## src/rtl/pf_clk_div_align_ctrl.sv

```systemverilog
// Training controller that aligns a divided fabric clock to the serial data.
// It steps through bit-slip positions and delay-line taps until the
// deserialized word matches the training pattern for COMPARE_WORDS
// consecutive cycles, or reports failure when the search space is exhausted.
module pf_clk_div_align_ctrl #(
    parameter int unsigned             DATA_WIDTH    = 8,
    parameter logic [DATA_WIDTH-1:0]   TRAIN_PATTERN = DATA_WIDTH'(8'hB8),
    parameter int unsigned             DIVIDE        = 4,
    parameter int unsigned             MAX_TAPS      = 127,
    parameter int unsigned             SETTLE_CYCLES = 16,
    parameter int unsigned             COMPARE_WORDS = 8,
    parameter int unsigned             RST_CYCLES    = 4
) (
    input  logic                  SCLK,
    input  logic                  RESETN,
    input  logic                  START,
    input  logic [DATA_WIDTH-1:0] RX_DATA,
    input  logic                  DELAY_LINE_OUT_OF_RANGE,
    output logic                  CDD_RST_N,
    output logic                  DELAY_LINE_LOAD,
    output logic                  DELAY_LINE_MOVE,
    output logic                  DELAY_LINE_DIR,
    output logic                  BIT_SLIP,
    output logic [7:0]            TAP_CNT,
    output logic [2:0]            SLIP_CNT,
    output logic                  DONE,
    output logic                  FAIL,
    output logic                  BUSY
);

    localparam int unsigned CNT_W  = 16;
    localparam int unsigned TAP_W  = 8;
    localparam int unsigned SLIP_W = 3;

    typedef enum logic [3:0] {
        ST_IDLE    = 4'd0,
        ST_CDD_RST = 4'd1,
        ST_LOAD    = 4'd2,
        ST_SETTLE  = 4'd3,
        ST_CHECK   = 4'd4,
        ST_SLIP    = 4'd5,
        ST_MOVE    = 4'd6,
        ST_DONE    = 4'd7,
        ST_FAIL    = 4'd8
    } state_e;

    state_e              state_q, state_d;
    logic [CNT_W-1:0]    cnt_q, cnt_d;
    logic [TAP_W-1:0]    tap_cnt_q, tap_cnt_d;
    logic [SLIP_W-1:0]   slip_cnt_q, slip_cnt_d;
    logic                cdd_rst_n_q, cdd_rst_n_d;
    logic                load_q, load_d;
    logic                move_q, move_d;
    logic                bit_slip_q, bit_slip_d;
    logic                done_q, done_d;
    logic                fail_q, fail_d;
    logic                busy_q, busy_d;
    logic                dir_q;

    logic                word_match;
    logic                idle_like_q;
    logic                idle_like_d;

    assign word_match  = (RX_DATA == TRAIN_PATTERN);
    assign idle_like_q = (state_q == ST_IDLE) || (state_q == ST_DONE) || (state_q == ST_FAIL);
    assign idle_like_d = (state_d == ST_IDLE) || (state_d == ST_DONE) || (state_d == ST_FAIL);

    // State and shared phase counter register
    always_ff @(posedge SCLK or negedge RESETN) begin
        if (!RESETN) begin
            state_q <= ST_IDLE;
            cnt_q   <= '0;
        end else begin
            state_q <= state_d;
            cnt_q   <= cnt_d;
        end
    end

    // Next-state logic; cnt restarts at 0 on every state change.
    // MOVE spends one cycle deciding (end-stop sampled here) and, if stepping,
    // a second cycle carrying the DELAY_LINE_MOVE pulse.
    always_comb begin
        state_d = state_q;
        cnt_d   = '0;
        unique case (state_q)
            ST_IDLE, ST_DONE, ST_FAIL: begin
                if (START) state_d = ST_CDD_RST;
            end
            ST_CDD_RST: begin
                if (cnt_q == CNT_W'(RST_CYCLES - 1)) state_d = ST_LOAD;
            end
            ST_LOAD: begin
                state_d = ST_SETTLE;
            end
            ST_SETTLE: begin
                if (cnt_q == CNT_W'(SETTLE_CYCLES - 1)) state_d = ST_CHECK;
            end
            ST_CHECK: begin
                if (word_match) begin
                    if (cnt_q == CNT_W'(COMPARE_WORDS - 1)) state_d = ST_DONE;
                end else if (slip_cnt_q < SLIP_W'(DIVIDE - 1)) begin
                    state_d = ST_SLIP;
                end else begin
                    state_d = ST_MOVE;
                end
            end
            ST_SLIP: begin
                state_d = ST_SETTLE;
            end
            ST_MOVE: begin
                if (cnt_q == '0) begin
                    if ((tap_cnt_q == TAP_W'(MAX_TAPS)) || DELAY_LINE_OUT_OF_RANGE) begin
                        state_d = ST_FAIL;
                    end
                end else begin
                    state_d = ST_SETTLE;
                end
            end
            default: state_d = ST_IDLE;
        endcase
        if ((state_d == state_q) && !idle_like_q) cnt_d = cnt_q + CNT_W'(1);
    end

    // Output/counter next values, aligned with the state being entered
    always_comb begin
        cdd_rst_n_d = (state_d != ST_CDD_RST);
        load_d      = (state_d == ST_LOAD);
        bit_slip_d  = (state_d == ST_SLIP);
        move_d      = (state_q == ST_MOVE) && (state_d == ST_MOVE);
        done_d      = (state_d == ST_DONE);
        fail_d      = (state_d == ST_FAIL);
        busy_d      = !idle_like_d;
        tap_cnt_d   = tap_cnt_q;
        slip_cnt_d  = slip_cnt_q;
        if (idle_like_q && (state_d == ST_CDD_RST)) begin
            tap_cnt_d  = '0;
            slip_cnt_d = '0;
        end
        if (bit_slip_d) slip_cnt_d = slip_cnt_q + SLIP_W'(1);
        if (move_d) begin
            tap_cnt_d  = tap_cnt_q + TAP_W'(1);
            slip_cnt_d = '0;
        end
    end

    // Output registers
    always_ff @(posedge SCLK or negedge RESETN) begin
        if (!RESETN) begin
            cdd_rst_n_q <= 1'b0;
            load_q      <= 1'b0;
            move_q      <= 1'b0;
            bit_slip_q  <= 1'b0;
            done_q      <= 1'b0;
            fail_q      <= 1'b0;
            busy_q      <= 1'b0;
            dir_q       <= 1'b1;
            tap_cnt_q   <= '0;
            slip_cnt_q  <= '0;
        end else begin
            cdd_rst_n_q <= cdd_rst_n_d;
            load_q      <= load_d;
            move_q      <= move_d;
            bit_slip_q  <= bit_slip_d;
            done_q      <= done_d;
            fail_q      <= fail_d;
            busy_q      <= busy_d;
            dir_q       <= 1'b1;
            tap_cnt_q   <= tap_cnt_d;
            slip_cnt_q  <= slip_cnt_d;
        end
    end

    assign CDD_RST_N       = cdd_rst_n_q;
    assign DELAY_LINE_LOAD = load_q;
    assign DELAY_LINE_MOVE = move_q;
    assign DELAY_LINE_DIR  = dir_q;
    assign BIT_SLIP        = bit_slip_q;
    assign TAP_CNT         = tap_cnt_q;
    assign SLIP_CNT        = slip_cnt_q;
    assign DONE            = done_q;
    assign FAIL            = fail_q;
    assign BUSY            = busy_q;

endmodule

```

## config.mk

```make
export PLATFORM = sky130hd
export DESIGN_NAME = pf_clk_div_align_ctrl
export DESIGN_NICKNAME = d
export VERILOG_FILES = /design/src/rtl/pf_clk_div_align_ctrl.sv
export SDC_FILE = /design/constraint.sdc
export NUM_CORES = 1
export LEC_CHECK = 0
export ABC_AREA = 0
export CAP_MARGIN = 0
export CORE_ASPECT_RATIO = 2
export CORE_MARGIN = 2
export CORE_UTILIZATION = 45
export CTS_CLUSTER_DIAMETER = 200
export DETAILED_ROUTE_END_ITERATION = 16
export HOLD_SLACK_MARGIN = 0.08
export PLACE_DENSITY = 0.67
export SYNTH_ARGS = -nofsm -noshare
export SYNTH_HDL_FRONTEND = slang
export SYNTH_SLANG_ARGS = --single-unit
```

## constraint.sdc

```tcl
create_clock -name SCLK -period 5.5 [get_ports SCLK]
set_input_delay 1.1 -clock SCLK [delete_from_list [all_inputs] [get_ports SCLK]]
set_output_delay 1.1 -clock SCLK [all_outputs]
set_load 0.03 [all_outputs]
```

==> results.md <==
* Synth Register Bits at 38
* Initial antenna violation count at 0
* Commonest non-fill, non-tap cell in the layout: dfrtp_1
* Post-synthesis sequential area ratio at 0.409
* Pint at about 500 µW
* Initial core utilization at 0.461
* CTS clk-pin slew, worst paths at roughly 0.07 ns
* Clk_lat worst skew at just under 0.3 ns
* Maximum number of pins on one net before global-route repair at 39
* Final hold violation count at 0
* Clk sinks at 38
* Port bufs at 29
* Final setup fails at 0
* Resize count post-CTS at 0
* Most frequent cells in the layout: 38 x dfrtp_1, 28 x clkdlybuf4s50_1, 16 x nor2_1
* CTS H-Tree Depth at 2
* Crit end category: register
* # diodes at 0
* Post-CTS Setup Bufs at 0
* Clock share of power at 0.212
* GRT Overall Usage at 0.185
* Core Box Area at just over 5000 µm²
* Initial DRC Count at 54
* CP required at around 5.6 ns
* Critical Path AT at roughly 3.6 ns
* Synthesized Nets at ~250
* Syn Std Cell Area at 2330 µm²
* Placer Congestion at a little under 0.9
* Synth top area share at 0.409
* Drt drc at 0
* Tcrit/Tclk final at 0.626
* Max IR drop VDD at between 0.3 and 0.4 mV
* CTS Buffer Depth at 2
* Combinational Power Share at 0.390
* Cell taking the most area after synthesis: dfrtp_1
* P&R area growth vs syn at 15.7%
* CTS buffer count at 5
* Power Dens Cells at ~310 nW/µm²
* Critical Path Start Type: input port
* FFs w/ async S/R, synth at 1.00
* MaxCap Viol Count at 0
* CTS Hold Bufs at 0
* Netlist cell types at 67
* Synth Flop Type: dfrtp_1
* Drt via density at ~5.8
* Tmin final at 3.44 ns
* Tightest Hold Check Type: reg2reg
* Vias at 1828
* Die Ht at approximately 110 µm
* P_sw at ~350 µW
* Die extent in x at between 50 and 60 µm
* ANT nets after route at 0
* DRT Pass-1 Iters at 4
* Post-Syn Area per Cell at slightly above 10 µm²
* Max Clock Freq at between 0.2 and 0.3 GHz
* Power Total at around 840 µW
* Cells after Synth at 231
* Worst slew pin tran at between 0.9 and 1 ns
* Switching Share at 0.412
* Fin Setup TNS at 0 ns
* Post-synth EDFFs at 0
* Clk_skew at between 0.007 and 0.008 ns
* Gr ovfl total at 0
* Die ar. at a little under 6000 µm²
* Worst-path maximum fanout at 16
* Max Slew Vio Count at 0
* RSZ-0062 raised after global routing: false
* Root buf cell: clkbuf_8
* Power share of the sequential group at 0.397
* Detail Placement HPWL at roughly 3500 µm
* Share of layout cells above drive strength 1 at 0.156
* Slew margin rel. at 0.384
* Routed WL at 4770 µm
* DR WL/cell at around 15 µm
* FP Rows at 37
* Worst setup path category: in2reg
* R2R Setup Slk at 2.65 ns
* Vias in the first global route at ~1700
* Yosys warns at 0
* Static leakage at between 0.001 and 0.0015 µW
* Outcome: finished clean
* First-pass GRT wire length at between 7000 and 8000 µm
* Nets at roughly 270
* CTS tree: done
* IO Count at 31
* Ranking of synthesized cells by area: dfrtp_1 41%, nor3_2 4.7%, xnor2_1 3.0%
==> per-layer routing <==
metal | wire length [µm] | global-route usage
met5 | 0 | 0
met3 | 212 | 0.0340
met4 | 84 | 0.0696
met1 | 2110 | 0.255
met2 | 2370 | 0.279
==> flip-flops by register name (all words and copies together) (netlist names) <==
| signal | cells |
|---|---|
| cnt_q | 16 |
| TAP_CNT | 8 |
| state_q | 4 |
| SLIP_CNT | 3 |
| BIT_SLIP | 1 |
| BUSY | 1 |
| CDD_RST_N | 1 |
| DELAY_LINE_LOAD | 1 |
| DELAY_LINE_MOVE | 1 |
| DONE | 1 |
| FAIL | 1 |
==> stage by stage <==
| stage | setup WS [ns] | util | hold WS, ns | instance area, µm² | cells |
|---|---|---|---|---|---|
| 2_1_floorplan | 2.53 | - | 0.461 | 2330 | 231 |
| 3_3_place_gp | 1.87 | 0.518 | 0.490 | 2610 | 308 |
| 3_5_place_dp | 1.77 | 0.518 | 0.498 | 2610 | 308 |
| 4_1_cts | 2.07 | 0.533 | 0.512 | 2690 | 315 |
| 5_1_grt | 1.96 | 0.533 | 0.528 | 2690 | 315 |
| 6_report | 2.06 | 0.533 | 0.506 | 2690 | 315 |
==> cells in the mapped netlist (all sizes together), types with 5 or more instances <==
| master | n |
|---|---|
| nand2 | 14 |
| nand4 | 5 |
| nor2 | 16 |
| buf | 6 |
| dfrtp | 38 |
| and3 | 6 |
| nor4 | 6 |
| nand3 | 13 |
| xnor2 | 8 |
| nor3 | 22 |
| xor2 | 8 |
| inv | 11 |
| o21ai | 12 |
==> critical path, cell delays in order <==
cell             delay, ns
clkdlybuf4s50_1       0.40
or4b_4                0.55
o211ai_1              0.23
and2_1                0.22
a41oi_2               0.14
o21ai_2               0.76
nor3_1                0.17
==> power groups by stage <==
stage | clock network (µW) | logic, µW | registers [µW]
global placement | 0 | 324 | 338
global route | 201 | 360 | 338
CTS | 185 | 332 | 334
floorplan | 0 | 297 | 328
detailed placement | 0 | 330 | 338
finish | 179 | 329 | 335
==> final cells by class <==
type,count,area [µm²]
repair buffers,29,285
well taps,58,72.6
clock buffers,7,76.3
multi-input cells,171,1260
inverters,12,45.0
flip-flops and latches,38,951
fillers,462,2360
==> worst paths after layout <==
path                             from  depth (start not counted)           to
max reg2reg                  cnt_q[6]                          7     cnt_q[5]
min                          cnt_q[0]                          1     cnt_q[0]
max                        RX_DATA[1]                          7     cnt_q[5]
max in group asynchronous      RESETN                          1  SLIP_CNT[2]
min in group asynchronous      RESETN                          1     cnt_q[5]
min reg2reg                  cnt_q[0]                          1     cnt_q[0]
==> cells by family after synthesis <==
kind of cell | count (synthesis) | synth area share
AND/OR/NAND/NOR | 110 | 0.313
buffers and inverters | 22 | 0.0495
adder cells (fa/ha/maj) | 4 | 0.0215
XOR/XNOR | 16 | 0.0683
other | 1 | 0.00161
AO/OA/AOI/OAI | 40 | 0.138
flip-flops | 38 | 0.409
No activity file was read; power rests on OpenSTA's default activity.
